### src/rtl/seg_scan_ctrl.sv
// seg_scan_ctrl
//   Time-multiplexed scan controller for a multi-digit seven-segment display.
//   One digit is driven per slot. Each slot starts with a blanking gap (all
//   outputs off) to stop ghosting, followed by a drive phase that is PWM-dimmed
//   from a brightness code. New patterns and brightness are captured into
//   pending registers on 'load' and only become active at a frame boundary,
//   so a frame is never drawn with a mix of old and new data.
//
// Ports
//   clk             clock
//   reset           synchronous, active-low
//   enable          1 = scan, 0 = display dark and controller parked in IDLE
//   load            1-cycle pulse, captures digit_data/brightness as pending
//   digit_data      digit i in bits [8i+7:8i]; bit7 dp, bits6..0 g..a; 1 = lit
//   brightness      on-duty code for the PWM, 0 = dark
//   SevenSegment    cathodes, active-low, registered
//   SegmentDrivers  anodes, active-low, registered
//   digit_idx       index of the slot currently shown, registered
//   frame_done      1-cycle pulse at the end of the last digit slot
module seg_scan_ctrl #(
   parameter int NUM_DIGITS   = 8,
   parameter int SLOT_CYCLES  = 12500,
   parameter int BLANK_CYCLES = 256,
   parameter int PWM_BITS     = 8
) (
   input  logic                          clk,
   input  logic                          reset,
   input  logic                          enable,
   input  logic                          load,
   input  logic [8*NUM_DIGITS-1:0]       digit_data,
   input  logic [PWM_BITS-1:0]           brightness,
   output logic [7:0]                    SevenSegment,
   output logic [NUM_DIGITS-1:0]         SegmentDrivers,
   output logic [$clog2(NUM_DIGITS)-1:0] digit_idx,
   output logic                          frame_done
);

   localparam int IDX_W = $clog2(NUM_DIGITS);
   localparam int CNT_W = $clog2(SLOT_CYCLES);

   localparam logic [CNT_W-1:0] BLANK_LAST = CNT_W'(BLANK_CYCLES - 1);
   localparam logic [CNT_W-1:0] SLOT_LAST  = CNT_W'(SLOT_CYCLES - 1);
   localparam logic [IDX_W-1:0] DIGIT_LAST = IDX_W'(NUM_DIGITS - 1);

   typedef enum logic [1:0] {
      IDLE,
      BLANK,
      DRIVE
   } state_t;

   state_t              state, state_d;
   logic [CNT_W-1:0]    slot_cnt, slot_cnt_d;
   logic [PWM_BITS-1:0] pwm_cnt, pwm_cnt_d;
   logic [IDX_W-1:0]    slot_idx, slot_idx_d;
   logic                frame_start;
   logic                frame_end;

   logic [7:0]          pending_pat [NUM_DIGITS];
   logic [7:0]          active_pat  [NUM_DIGITS];
   logic [PWM_BITS-1:0] pending_bright;
   logic [PWM_BITS-1:0] active_bright;

   logic                lit;
   logic [7:0]          seg_d;
   logic [NUM_DIGITS-1:0] drv_d;
   logic [IDX_W-1:0]    idx_d;

   // Next-state logic for the scan FSM and its counters. Dropping enable
   // parks everything in IDLE with the counters and digit index cleared.
   // frame_start marks the cycle on which pending data moves to active:
   // leaving IDLE, or wrapping from the last digit back to digit 0.
   // The slot counter runs across the whole slot, so BLANK hands over to
   // DRIVE with the count already at BLANK_CYCLES.
   always_comb begin
      state_d     = state;
      slot_cnt_d  = slot_cnt;
      pwm_cnt_d   = pwm_cnt;
      slot_idx_d  = slot_idx;
      frame_start = 1'b0;
      frame_end   = 1'b0;
      if (!enable) begin
         state_d    = IDLE;
         slot_cnt_d = '0;
         pwm_cnt_d  = '0;
         slot_idx_d = '0;
      end else begin
         case (state)
            IDLE: begin
               state_d     = BLANK;
               slot_cnt_d  = '0;
               pwm_cnt_d   = '0;
               slot_idx_d  = '0;
               frame_start = 1'b1;
            end
            BLANK: begin
               slot_cnt_d = slot_cnt + CNT_W'(1);
               if (slot_cnt == BLANK_LAST) begin
                  state_d   = DRIVE;
                  pwm_cnt_d = '0;
               end
            end
            DRIVE: begin
               pwm_cnt_d = pwm_cnt + PWM_BITS'(1);
               if (slot_cnt == SLOT_LAST) begin
                  state_d    = BLANK;
                  slot_cnt_d = '0;
                  if (slot_idx == DIGIT_LAST) begin
                     slot_idx_d  = '0;
                     frame_start = 1'b1;
                     frame_end   = 1'b1;
                  end else begin
                     slot_idx_d = slot_idx + IDX_W'(1);
                  end
               end else begin
                  slot_cnt_d = slot_cnt + CNT_W'(1);
               end
            end
            default: begin
               state_d = IDLE;
            end
         endcase
      end
   end

   // Output decode, registered below. A digit is lit only in DRIVE while the
   // PWM count is below the active brightness; otherwise every anode and
   // cathode is off. Gating with enable makes the display go dark on the
   // very next cycle after enable drops, even though the FSM is mid-slot.
   always_comb begin
      lit   = enable && (state == DRIVE) && (pwm_cnt < active_bright);
      seg_d = 8'hFF;
      drv_d = '1;
      idx_d = enable ? slot_idx : '0;
      if (lit) begin
         seg_d = ~active_pat[slot_idx];
      end
      for (int i = 0; i < NUM_DIGITS; i++) begin
         if (lit && (slot_idx == IDX_W'(i))) begin
            drv_d[i] = 1'b0;
         end
      end
   end

   // Scan state and counters.
   always_ff @(posedge clk) begin
      if (!reset) begin
         state    <= IDLE;
         slot_cnt <= '0;
         pwm_cnt  <= '0;
         slot_idx <= '0;
      end else begin
         state    <= state_d;
         slot_cnt <= slot_cnt_d;
         pwm_cnt  <= pwm_cnt_d;
         slot_idx <= slot_idx_d;
      end
   end

   // Pending and active display data. A load always lands in pending; the
   // active copy is refreshed only at frame start. Because both update on
   // the same edge, a load on the frame-start cycle itself is picked up at
   // the following frame. Reset wins over a simultaneous load.
   always_ff @(posedge clk) begin
      if (!reset) begin
         for (int i = 0; i < NUM_DIGITS; i++) begin
            pending_pat[i] <= '0;
            active_pat[i]  <= '0;
         end
         pending_bright <= '0;
         active_bright  <= '0;
      end else begin
         if (load) begin
            for (int i = 0; i < NUM_DIGITS; i++) begin
               pending_pat[i] <= digit_data[8*i +: 8];
            end
            pending_bright <= brightness;
         end
         if (frame_start) begin
            for (int i = 0; i < NUM_DIGITS; i++) begin
               active_pat[i] <= pending_pat[i];
            end
            active_bright <= pending_bright;
         end
      end
   end

   // Registered outputs, one cycle behind the state and counters they
   // decode.
   always_ff @(posedge clk) begin
      if (!reset) begin
         SevenSegment   <= 8'hFF;
         SegmentDrivers <= '1;
         digit_idx      <= '0;
         frame_done     <= 1'b0;
      end else begin
         SevenSegment   <= seg_d;
         SegmentDrivers <= drv_d;
         digit_idx      <= idx_d;
         frame_done     <= frame_end;
      end
   end

endmodule

### config.mk
export PLATFORM = sky130hd
export DESIGN_NAME = seg_scan_ctrl
export DESIGN_NICKNAME = d
export VERILOG_FILES = /design/src/rtl/seg_scan_ctrl.sv
export SDC_FILE = /design/constraint.sdc
export NUM_CORES = 1
export LEC_CHECK = 0
export CAP_MARGIN = 20
export CORE_ASPECT_RATIO = 2
export CORE_MARGIN = 3
export CORE_UTILIZATION = 55
export DETAILED_ROUTE_END_ITERATION = 12
export HOLD_SLACK_MARGIN = 0.15
export PLACE_DENSITY = 0.91
export SLEW_MARGIN = 0
export SYNTH_ARGS = -nofsm -noshare
export SYNTH_HDL_FRONTEND = slang
export SYNTH_SLANG_ARGS = --single-unit
### constraint.sdc
create_clock -name clk -period 4.6 [get_ports clk]
set_input_delay 1.38 -clock clk [delete_from_list [all_inputs] [get_ports clk]]
set_output_delay 1.38 -clock clk [all_outputs]
set_load 0.01 [all_outputs]
# Word-level counts from Yosys, hierarchy flattened
# Memories as Yosys holds them, arrays and structs flattened. A register that Yosys moved wholly into a read port is not among the register bits.
# Index checks and enable logic that the tools add are counted.
# classes
addsub,3
n_lt_le_gt_ge,1
n_eq_ne,13
mux,47
n_bitwise,17
reduce_logical,20
# op_table
cell,count
8-bit 2-to-1 mux,17
14-bit one-hot mux with 3 select lines,1
8-bit one-hot mux with 3 select lines,1
1-bit 2-to-1 mux,18
1-bit bitwise OR,16
14-bit by 1-bit adder with 14-bit output (second input constant),1
14-bit equality test (second input constant),1
14-bit by 8-bit equality test with 1-bit output (second input constant),1
14-bit 2-to-1 mux,1
3-bit equality test (second input constant),4
3-bit 2-to-1 mux,4
1-bit logical AND,10
2-bit AND reduction,5
8-bit by 1-bit adder with 8-bit output (second input constant),1
8-bit less-than comparator,1
8-bit inverter,1
3-bit by 2-bit equality test with 1-bit output (second input constant),2
2-bit one-hot mux with 3 select lines,1
3-bit one-hot mux with 2 select lines,1
2-bit 2-to-1 mux,2
2-bit inequality test (second input constant),2
3-bit by 1-bit adder with 3-bit output (second input constant),1
3-bit by 1-bit equality test with 1-bit output (second input constant),1
3-bit zero test,1
7 further kinds,7
# word_totals
regBits,63
ramBits,128
output_inout_bits,20
word_cells,113
n_memories,2
# mem_list
memory,words,width,rd,rd_ports_with_merged_regs,write_ports,line,rtl
active_pat,8,8,1,1,8,59,logic [7:0] active_pat [NUM_DIGITS];
pending_pat,8,8,8,0,8,58,logic [7:0] pending_pat [NUM_DIGITS];

# Longest topological paths before layout
# depth
word_depth,9
mapped_depth,9
depth_no_buf,7

# Worst setup path before layout
# OpenSTA, ideal clock, no wires.
# synth_timing
path_type,in2reg
from,input port enable
to,memory active_pat[0][0] (enable)
arrival_time_ns,3.032
path_slack_ns,0.879
path_stages,3
path_buffers,1
path_cell_list,o21ai_0 > buf_1 > nand2_1
# synth_lines
item,line,rtl
"start, declared",28,"input logic enable,"
"end, declared",59,

# Worst setup path after layout
# layout_timing
from,input port enable
to,register SegmentDrivers[6]
# layout_via
elab_chain_cells,4
# layout_lines
item,line,rtl
1-bit logical AND (2 in a row),130,lit = enable && (state == DRIVE) && (pwm_cnt < active_bright);
1-bit logical AND,138,if (lit && (slot_idx == IDX_W'(i))) begin
1-bit 2-to-1 mux,138,
"end signal, assigned",197,SegmentDrivers <= drv_d;
"end, declared",33,"output logic [NUM_DIGITS-1:0] SegmentDrivers,"
# No other way between the ends.
# A chain may end at the register's enable or synchronous reset.

==> results.json <==
{
  "status": "completed",
  "synth_edf_count": 128,
  "worstSetupPathType": "input port to flip-flop",
  "hpwlAfterDp_um": 11000,
  "synth_warnings": 0,
  "gp_congestion": 0.893,
  "critPathMaxStageDelay_ns": 0.55,
  "hold_depth": 1,
  "crit_buf_inv": 3,
  "drc": 0,
  "synth-async-reset-ratio_pct": 0,
  "setup_viol": 0,
  "powerDensity_nw_per_um2": 387,
  "grt_pass1_wl_um": 25000,
  "yosysSeqAreaShare_pct": 64.1,
  "drtIter0Drc": 236,
  "post-cts-setup-buffer-count": 0,
  "cts_buffers": 17,
  "cts-hold-fix-buffers": 0,
  "ys_ff_latch": 194,
  "slew_headroom_pct": 46.1,
  "fin_crit_sh_pct": 67.2,
  "worstHoldEndpoint": "SegmentDrivers[4]",
  "crit_path_cell_trace": "clkdlybuf4s50_1 > nand2_1 > buf_4 > a2111o_1 > a41oi_1 > buf_4 > nand3_1",
  "netlist.area_leader.share_pct": 47.7,
  "ir_drop_uv": 416,
  "ys.flop_type": "edfxtp_1",
  "grt_remaining_overflow": 0,
  "max_cap_viol_count": 0,
  "endpoint_kind": "flip-flop",
  "r2r_slack_ns": 1.51,
  "whs_ns": 0.490,
  "die_x_um": 91.6,
  "start_util_pct": 56.1,
  "coreArea_um2": 14400,
  "drtAntennaViolNets": 0,
  "worst_pin_slew_ns": 0.809,
  "synth.area.top_cells": "edfxtp_1, dfxtp_1, and2_1",
  "grt_max_degree": 100,
  "port-buffer-count": 95,
  "synth.avg_cell_area_um2": 13.2,
  "fin_setup_tns_ns": 0,
  "root_buffer": "clkbuf_16",
  "cts_tree": "done",
  "layout_common_cells": "edfxtp_1, clkdlybuf4s50_1, and2_1",
  "die_h_um": 177,
  "drt_wl_total_um": 15900,
  "worst_setup_path_start_kind": "input port",
  "routedWlPerCell_um": 17.6,
  "crit_family": "buffers and inverters",
  "crit_path_frequent_cell": "buf_4",
  "cpMaxStageDelayCell": "a41oi_1",
  "die-area_um2": 16200,
  "fmax_mhz": 323,
  "finalHoldViolations": 0,
  "path_max_fanout": 15,
  "synth_cell_types": 46,
  "worstPathArrival_ns": 3.39,
  "reg2reg_depth": 6,
  "ios": 96,
  "grtUsageTotal_pct": 20.2,
  "area_growth_pct": 21.9,
  "hold_class": "flip-flop to flip-flop",
  "yosysTopAreaCell": "edfxtp_1",
  "slew_violations": 0,
  "htree_num_levels": 4,
  "clock-sinks": 194,
  "synth_nets": 707,
  "worstPathRequired_ns": 4.90,
  "syn-cell-area_um2": 8060,
  "timing.rr.end": "active_pat[3][0]",
  "syn_inst": 612,
  "drive_gt1_share_pct": 11.0,
  "layout_min_cycle_time_ns": 3.09,
  "num_vias": 4969,
  "post_cts_resized": 0,
  "vias_per_cell": 5.50,
  "rows": 62,
  "clock_skew_ns": 0.0113,
  "clk_latency_ns": 0.43,
  "final_common_cell": "edfxtp_1",
  "n_antenna_cell": 0,
  "grt_pass1_vias": 5111,
  "rsz0062_at_grt": "false",
  "clkTransAtPathRegs_ns": 0.06,
  "antenna_found_initial": 0,
  "fin_nets": 794,
  "holdCritStartpoint": "slot_idx[2]",
  "dr.pass1.iters": 7,
  "rr_startpoint": "slot_cnt[10]",
  "power.leakage_nw": 3.77,
  "cts_buffer_depth": 2
}
## kinds of logic after synthesis
| family | after synthesis | share of synthesized area [%] |
|---|---|---|
| simple gates | 256 | 18.3 |
| flops | 194 | 64.1 |
| buf+inv | 54 | 2.64 |
| mux | 40 | 7.58 |
| compound gates | 38 | 3.18 |
| fa+ha+maj | 19 | 2.95 |
| xor+xnor | 11 | 1.20 |
## how the worst max path moves through the flow
stage | from | cells after the start | slack, ns | to
3_5_place_dp | enable | 7 | 1.06 | SegmentDrivers[6]
5_1_grt | enable | 7 | 1.37 | SegmentDrivers[5]
6_report | enable | 7 | 1.51 | SegmentDrivers[6]
3_3_place_gp | enable | 7 | 1.11 | SegmentDrivers[4]
4_1_cts | enable | 7 | 1.51 | SegmentDrivers[5]
2_1_floorplan | enable | 3 | 0.88 | active_pat[0][0]
## synth_stat cells (all sizes together) (3+ instances only)
cell type	count
mux2	8
ha	19
and3	51
xor2	7
a31o	3
dfxtp	66
inv	18
nand3	23
mux4	16
buf	6
xnor2	4
a21oi	15
nor2b	18
mux2i	16
nand2	27
nor2	24
nand4	5
and2	81
edfxtp	128
clkbuf	30
nor3	4
o21ai	10
nor4	8
nand2b	3
## area by class of cell
type                       count  area (um2)
inverter                      18        67.6
sequential                   194        5160
fill                         942        4540
timing repair buffer         104        1020
clock inverter                15         219
tap                          192         240
clock buffer                  17         425
multi-input combinational    364        2680
## flip-flops by register name (all words and copies together) (netlist names), named ones only
register / count
SegmentDrivers: 8
SevenSegment: 8
active_bright: 8
active_pat: 64
digit_idx: 3
frame_done: 1
pending_bright: 8
pending_pat: 64
pwm_cnt: 8
slot_cnt: 14
slot_idx: 3
state: 2
## through the flow
stage	setup WS, ns	area [um2]	utilization [%]	instances	total power [mW]
after global placement	1.11	9160	63.8	871	2.24
after floorplan	0.879	8060	-	612	2.14
after global routing	1.37	9820	68.4	904	3.90
final	1.51	9820	68.4	904	3.80
after CTS	1.51	9800	68.3	903	3.82
after detailed placement	1.06	9160	63.8	871	2.25
## where the power goes
part	internal, mW	switching (mW)
combinational	0.118	0.101
sequential	1.97	0.0303
clock	0.927	0.654
total	3.01	0.785
## per-layer routing
layer / global-route usage [%] / up-vias / share of wire (%)
li1: - / 2374 / -
met1: 19.8 / 2376 / 35
met2: 38.6 / 181 / 58
met3: 5.40 / 38 / 4.4
met4: 9.13 / 0 / 2.9
met5: 0 / - / 0
Power figures use the tool's default switching activity.
